--- src/rtl/Vermicel_pkg.sv ---
// Vermicel SoC-level definitions used by the bus arbiter.
package Vermicel_pkg;
  typedef enum logic [1:0] {
    IDLE = 2'd0,
    OWN0 = 2'd1,
    OWN1 = 2'd2
  } arb_state_t;

  localparam int ARB_TIMEOUT_DEFAULT = 256;
endpackage

--- src/rtl/Vermitypes_pkg.sv ---
// Shared Vermibus data types: bus word and byte-enable strobe.
package Vermitypes_pkg;
  typedef logic [31:0] word_t;
  typedef logic [3:0]  strobe_t;
endpackage

--- src/rtl/vermibus_watchdog.sv ---
// Wait-cycle counter for a bus master: counts enabled cycles, clears on
// request, and flags when the count has reached TIMEOUT-1 (never when 0).
module vermibus_watchdog #(
  parameter int TIMEOUT = 256
) (
  input  logic clk,
  input  logic rst_n,
  input  logic en,
  input  logic clr,
  output logic expired
);

  localparam logic [15:0] LIMIT = (TIMEOUT > 0) ? 16'(TIMEOUT - 1) : 16'd0;

  logic [15:0] cnt_d;
  logic [15:0] cnt_q;

  // Next count: clear has priority over increment.
  always_comb begin
    cnt_d = cnt_q;
    if (clr) begin
      cnt_d = 16'd0;
    end else if (en) begin
      cnt_d = cnt_q + 16'd1;
    end else begin
      cnt_d = cnt_q;
    end
  end

  // Counter register.
  always_ff @(posedge clk or negedge rst_n) begin
    if (!rst_n) begin
      cnt_q <= 16'd0;
    end else begin
      cnt_q <= cnt_d;
    end
  end

  assign expired = (TIMEOUT > 0) && (cnt_q == LIMIT);

endmodule

--- src/rtl/vermibus_arbiter.sv ---
// Two-master Vermibus arbiter: registered round-robin grant held for one
// transfer, with a watchdog that aborts transfers the slave never acknowledges.
module vermibus_arbiter
  import Vermitypes_pkg::*;
  import Vermicel_pkg::*;
#(
  parameter int TIMEOUT  = ARB_TIMEOUT_DEFAULT,
  parameter bit M0_FIRST = 1'b1
) (
  input  logic       clk,
  input  logic       reset,
  input  logic       m0_valid,
  input  word_t      m0_address,
  input  word_t      m0_wdata,
  input  strobe_t    m0_wstrobe,
  output logic       m0_ready,
  output word_t      m0_rdata,
  output logic       m0_irq,
  input  logic       m1_valid,
  input  word_t      m1_address,
  input  word_t      m1_wdata,
  input  strobe_t    m1_wstrobe,
  output logic       m1_ready,
  output word_t      m1_rdata,
  output logic       s_valid,
  output word_t      s_address,
  output word_t      s_wdata,
  output strobe_t    s_wstrobe,
  input  logic       s_ready,
  input  word_t      s_rdata,
  input  logic       s_irq,
  output logic       timeout,
  output logic [1:0] grant
);

  // Pointer value 0 prefers M0, 1 prefers M1.
  localparam logic PTR_RESET = M0_FIRST ? 1'b0 : 1'b1;

  arb_state_t state_d;
  arb_state_t state_q;
  logic       ptr_d;
  logic       ptr_q;
  logic [1:0] grant_d;
  logic [1:0] grant_q;
  logic       s_valid_d;
  logic       s_valid_q;

  logic owning_s;
  logic expired_s;
  logic done_s;
  logic abort_s;

  assign owning_s = (state_q != IDLE);
  // A same-cycle completion beats the watchdog.
  assign abort_s  = owning_s && expired_s && !s_ready;
  assign done_s   = owning_s && (s_ready || expired_s);

  vermibus_watchdog #(
    .TIMEOUT (TIMEOUT)
  ) u_watchdog (
    .clk     (clk),
    .rst_n   (reset),
    .en      (owning_s && !s_ready),
    .clr     (!owning_s || done_s),
    .expired (expired_s)
  );

  // Next owner and round-robin pointer; IDLE is visited between transfers.
  always_comb begin
    state_d = state_q;
    ptr_d   = ptr_q;
    case (state_q)
      IDLE: begin
        if (m0_valid && m1_valid) begin
          state_d = ptr_q ? OWN1 : OWN0;
        end else if (m0_valid) begin
          state_d = OWN0;
        end else if (m1_valid) begin
          state_d = OWN1;
        end else begin
          state_d = IDLE;
        end
      end
      OWN0: begin
        if (done_s) begin
          state_d = IDLE;
          ptr_d   = 1'b1;
        end else begin
          state_d = OWN0;
        end
      end
      OWN1: begin
        if (done_s) begin
          state_d = IDLE;
          ptr_d   = 1'b0;
        end else begin
          state_d = OWN1;
        end
      end
      default: begin
        state_d = IDLE;
        ptr_d   = ptr_q;
      end
    endcase
    grant_d   = {state_d == OWN1, state_d == OWN0};
    s_valid_d = (state_d != IDLE);
  end

  // FSM, pointer and registered grant/request outputs.
  always_ff @(posedge clk or negedge reset) begin
    if (!reset) begin
      state_q   <= IDLE;
      ptr_q     <= PTR_RESET;
      grant_q   <= 2'b00;
      s_valid_q <= 1'b0;
    end else begin
      state_q   <= state_d;
      ptr_q     <= ptr_d;
      grant_q   <= grant_d;
      s_valid_q <= s_valid_d;
    end
  end

  // Slave-side payload mux and response steering on the registered owner.
  always_comb begin
    s_address = 32'h0000_0000;
    s_wdata   = 32'h0000_0000;
    s_wstrobe = 4'b0000;
    m0_ready  = 1'b0;
    m0_rdata  = 32'h0000_0000;
    m1_ready  = 1'b0;
    m1_rdata  = 32'h0000_0000;
    case (state_q)
      OWN0: begin
        s_address = m0_address;
        s_wdata   = m0_wdata;
        s_wstrobe = m0_wstrobe;
        m0_ready  = done_s;
        m0_rdata  = abort_s ? 32'h0000_0000 : s_rdata;
      end
      OWN1: begin
        s_address = m1_address;
        s_wdata   = m1_wdata;
        s_wstrobe = m1_wstrobe;
        m1_ready  = done_s;
        m1_rdata  = abort_s ? 32'h0000_0000 : s_rdata;
      end
      default: begin
        s_address = 32'h0000_0000;
      end
    endcase
  end

  assign s_valid = s_valid_q;
  assign grant   = grant_q;
  assign timeout = abort_s;
  assign m0_irq  = s_irq;

endmodule

--- config.mk ---
export PLATFORM = sky130hd
export DESIGN_NAME = vermibus_arbiter
export DESIGN_NICKNAME = d
export VERILOG_FILES = /design/src/rtl/Vermicel_pkg.sv /design/src/rtl/Vermitypes_pkg.sv /design/src/rtl/vermibus_watchdog.sv /design/src/rtl/vermibus_arbiter.sv
export SDC_FILE = /design/constraint.sdc
export NUM_CORES = 1
export LEC_CHECK = 0
export ABC_AREA = 1
export CAP_MARGIN = 40
export CORE_AREA = 10 10 112 114
export CTS_CLUSTER_DIAMETER = 80
export DETAILED_ROUTE_END_ITERATION = 10
export DIE_AREA = 0 0 122 124
export GPL_TIMING_DRIVEN = 0
export PLACE_DENSITY = 0.78
export SKIP_CTS_REPAIR_TIMING = 1
export SYNTH_ARGS = -nofsm -noshare
export SYNTH_HDL_FRONTEND = slang
export SYNTH_SLANG_ARGS = --single-unit
--- constraint.sdc ---
create_clock -name clk -period 4.1 [get_ports clk]
set_clock_uncertainty 0.05 [all_clocks]
set_input_delay 1.23 -clock clk [delete_from_list [all_inputs] [get_ports clk]]
set_output_delay 1.23 -clock clk [all_outputs]
set_load 0.05 [all_outputs]
==> results of run 1 <==
[registers in the layout, indices dropped and copies added (netlist names)]
| signal | flops |
|---|---|
| state_q | 2 |
| ptr_q | 1 |
| s_valid | 1 |
| grant | 2 |
| u_watchdog.cnt_q | 16 |
[stage by stage]
step                      worst slack [ns]   util
after floorplan                      0.216      -
after global routing               -0.0789  0.607
after global placement              -0.406  0.577
after CTS                           -0.415  0.585
after detailed placement            -0.415  0.580
final                               0.0363  0.607
[cell families after synthesis]
kind of cell / after synthesis / synth area share
flops: 22 / 0.210
buf+inv: 95 / 0.155
fa+ha+maj: 5 / 0.0239
simple gates: 272 / 0.442
compound gates: 83 / 0.162
xor+xnor: 2 / 0.00669
[worst max-delay path: cells and delay by family]
family	cells	cell delay [ns]
buffers and inverters	4	1.32
AND/OR/NAND/NOR	2	0.24
[layer usage]
metal / routed length (microns) / part of all wire
met4: 363 / 0.020
met3: 1860 / 0.10
met2: 9570 / 0.51
met5: 0 / 0
met1: 6820 / 0.37
[worst paths after layout]
kind	cells after the start	startpoint	slack (ns)	endpoint
hold reg to reg	1	u_watchdog.cnt_q[0]	0.41	u_watchdog.cnt_q[0]
setup / recovery	6	s_ready	0.04	m1_rdata[29]
hold / removal	1	u_watchdog.cnt_q[0]	0.41	u_watchdog.cnt_q[0]
setup reg to reg	8	state_q[0]	2.27	grant[1]
min in group asynchronous	1	reset	1.15	u_watchdog.cnt_q[2]
max in group asynchronous	2	reset	2.48	state_q[1]
[power breakdown]
part	total [mW]	switching, mW	internal (mW)	leakage, nW
sequential	0.267	0.0184	0.249	0.298
clock	0.155	0.0690	0.0857	0.0288
combinational	3.38	2.40	0.974	4.08
total	3.80	2.49	1.31	4.41
[cells in the final DEF, fill, tap and decap left out, types with 10 or more instances in the layout]
master           Yosys  routed
clkbuf_2             0      19
inv_1               54      54
nor3_1              66      66
nand3_1             10      10
nor2_1              25      25
clkbuf_1            26      21
dlymetal6s2s_1       0     119
clkdlybuf4s50_1      0     177
a21oi_1             74      74
dfrtp_1             22      22
nand2_1            162     162
[cell type report]
class                           instances  area (sq um)
Tap cell                              136           170
Multi-Input combinational cell        362          1660
Antenna cell                            1          2.50
Fill cell                             906          4020
Clock buffer                            4          55.1
Sequential cell                        22           551
Buffer                                 36           189
Inverter                               58           218
Timing Repair Buffer                  312          3360
==> run metrics, run 1 <==
Routability Congestion 0.937; WL/cell between 15 and 20 microns; hpwl dp roughly 16,000 microns; Worst-Margin Slew around 0.62 ns; Critical Path End Type output port; starting density of the core 0.256; Synthesized Nets 658; pwr/cell area between 600 and 700 nW/um^2; slowest CP cell clkdlybuf4s50_1; global-route track usage on met3 0.0756; worst-path fanout max 10; Hold Crit Class flop to flop; final setup violation count 0; Fin. Hold Viols 0; chip height 124 microns; Area after DPL around 5900 sq um; Die Span X 122 microns; CTS buffer count 3; top cell type's share of synthesized area 0.232; synth-to-layout area growth 137%; CTS Sinks 22; initial DRC count between 200 and 300; Final Max Tran Viols 0; antenna viol nets, final 0; IO Port Bufs a little over 300; cell chain of the critical path clkdlybuf4s50_1 > nor3_2 > buf_4 > buf_6 > nor3_1 > dlymetal6s2s_1; Area contributors post-synth nand2_1, dfrtp_1, a21oi_1, nor3_1, inv_1; Static Leak between 4 and 5 nW; post-route cell area between 6000 and 7000 sq um; CP required roughly 2.8 ns; CTS Root Cell clkbuf_8; CTS tree yes; Clk Latency, worst-skew pair 0.26 ns; total of max-cap violations 0; top-count cell post-synth nand2_1; number of distinct library cells after synthesis 27; Seq cells post-synth 22; IO Pins ~310; layout cells sized above 1 0.0529; Via density roughly 4.8; hold_ws 0.414 ns; synthesized area approximately 2600 sq um; Crit Path Class input pin to output port; sum of negative setup slack 0 ns; Yosys warning count 0; ys flop type dfrtp_1; final WL between 15,000 and 20,000 microns; EDFF count, synth 0; largest net degree at the start of global routing 20; Yosys top cell by area nand2_1; Post-Layout Cell Count 931; VDD IR max about 0.38 mV; detailed-route DRC error count 0; Total Power Consumption between 3 and 4 mW; vias in the first global route ~4,500; status finished clean; GR Util met1 0.229; busiest grt layer met2; Critical Path Start Type input pin; Final Cycle Share 0.991; routed vias around 4,500; Period minus WS final roughly 4.1 ns; initial antenna violation count 0; Syn Inst Count 479; Global Route met2 Usage 0.394; FP Rows 37; placed cell count between 900 and 1,000; Total GRT Usage 0.216; Rel. slew slack 0.585; CTS Buffer Depth 2; Critical Path Max Stage Delay between 0.5 and 0.6 ns; Async SR Flop Fraction 1.00; grt ovf 0; Post-synth top cells nand2_1, a21oi_1, nor3_1; final net count about 1,000; f_max 246 MHz; first-pass GRT wire length about 26,000 microns; DR pass1 iterations 4; sequential area share after synthesis 0.210; Clock Pin Slew Worst Setup and Hold Paths 0.08 ns; H-tree levels 1; DIE AREA 15,100 sq um; crit path DAT 2.78 ns; Mean Syn Cell Area around 5.5 sq um; Core Region ~10,000 sq um
(Power assumes the default switching activity.)
==> run 2, diff against run 1 <==
REMOVE_ABC_BUFFERS = 1   (was default)
==> run metrics, run 2 (synthesis results as in run 1) <==
most frequent cells in the layout clkdlybuf4s50_1, nand2_1, a21oi_1; hold_ws between 0.4 and 0.5 ns; Final Cycle Share 0.997; Reg with most FFs u_watchdog.cnt_q; Critical Path End Type output port; detailed-route DRC error count 0; Rel. slew slack 0.580; total of max-cap violations 0; worst-path fanout max 29; antenna viol nets, final 0; Total GRT Usage 0.207; starting density of the core 0.256; Area after DPL between 5000 and 6000 sq um; Core Region between 10,000 and 15,000 sq um; sequential power share 0.071; Pint ~1.3 mW; antenna fix cells 0; CTS buffer count 3; pwr/cell area around 640 nW/um^2; layout cells sized above 1 0.0733; Crit Path Class input pin to output port; CTS Root Cell clkbuf_8; fill count between 900 and 1,000; Hold Crit Class flop to flop; final setup violation count 0; sw frac 0.645; H-tree levels 1; VDD IR max between 0.3 and 0.4 mV; IO Port Bufs 310; DIE AREA between 15,000 and 20,000 sq um; Die Span X 122 microns; first-pass GRT wire length roughly 25,000 microns; max reg flops 16; post-route cell area about 5900 sq um; CTS tree yes; vias in the first global route 4,137; Via density roughly 4.8; final WL between 15,000 and 20,000 microns; Worst-Margin Slew between 0.6 and 0.7 ns; f_max 245 MHz; NetSw approximately 2.4 mW; crit path DAT 2.81 ns; CTS Buffer Depth 2; Routability Congestion 0.913; Final Max Tran Viols 0; synth-to-layout area growth 126%; Critical Path Start Type input pin; DR pass1 iterations 4; Period minus WS final between 4 and 5 ns; commonest non-fill, non-tap cell in the layout clkdlybuf4s50_1; combinational share of power 0.893; largest net degree at the start of global routing 56; Clk Latency, worst-skew pair approximately 0.26 ns; routed vias around 4,300; Clock power frac 0.036; final net count 945; hpwl dp approximately 15,000 microns; Static Leak ~3.2 nW; CTS Sinks 22; FP Rows 37; Clock Pin Slew Worst Setup and Hold Paths around 0.080 ns; initial antenna violation count 0; chip height 124 microns; Fin. Hold Viols 0; initial DRC count 411; WL/cell roughly 19 microns; status finished clean; grt ovf 0; IO Pins between 300 and 400; CP required 2.82 ns
[run 2: power groups by stage]
stage	combinational, mW	clock (mW)	sequential [mW]
floorplan	2.08	0	0.309
global placement	3.35	0	0.268
detailed placement	3.47	0	0.271
CTS	3.49	0.136	0.266
global route	3.58	0.147	0.274
finish	3.39	0.135	0.270
[run 2: layout make-up]
class / count / area, sq um / share of cell area
clock buffer: 3 / 41.3 / 0.00696
inverter: 58 / 218 / 0.0367
multi-input combinational: 362 / 1700 / 0.286
sequential: 22 / 551 / 0.0928
tap: 136 / 170 / 0.0287
timing repair buffer: 319 / 3260 / 0.549
[run 2: path summary, 6_finish.rpt]
path	from	end	slack, ns	cells after the start
worst max-delay path	s_ready	m0_rdata[12]	0.01	6
worst min-delay path	u_watchdog.cnt_q[0]	u_watchdog.cnt_q[0]	0.44	1
worst max register to register	u_watchdog.cnt_q[0]	u_watchdog.cnt_q[2]	2.33	8
worst min register to register	u_watchdog.cnt_q[0]	u_watchdog.cnt_q[0]	0.44	1
max in group asynchronous	reset	u_watchdog.cnt_q[3]	2.34	2
min in group asynchronous	reset	u_watchdog.cnt_q[2]	1.20	1
[run 2: per-stage QoR]
stage	setup TNS, ns	setup slack (ns)	util	power, mW	instances
2_1_floorplan	-114.56	-1.76	-	2.39	442
3_3_place_gp	-209.49	-2.62	0.558	3.62	888
3_5_place_dp	-27.74	-0.632	0.574	3.74	896
4_1_cts	-29.61	-0.638	0.578	3.89	899
5_1_grt	-0.0529	-0.0461	0.580	4.00	900
6_report	0	0.0138	0.580	3.79	900
[run 2: critical path, cell delays in order]
cell and delay, ns:
clkdlybuf4s50_1 0.54, nor3_4 0.06, buf_12 0.14, buf_8 0.16, nor3_1 0.19, dlymetal6s2s_1 0.48
[run 2: metal layers]
layer / share of wire / GRT usage / vias to the layer above
li1: - / - / 2094
met1: 0.37 / 0.231 / 1933
met2: 0.50 / 0.363 / 238
met3: 0.12 / 0.0805 / 16
met4: 0.018 / 0.0447 / 0
met5: 0 / 0 / -
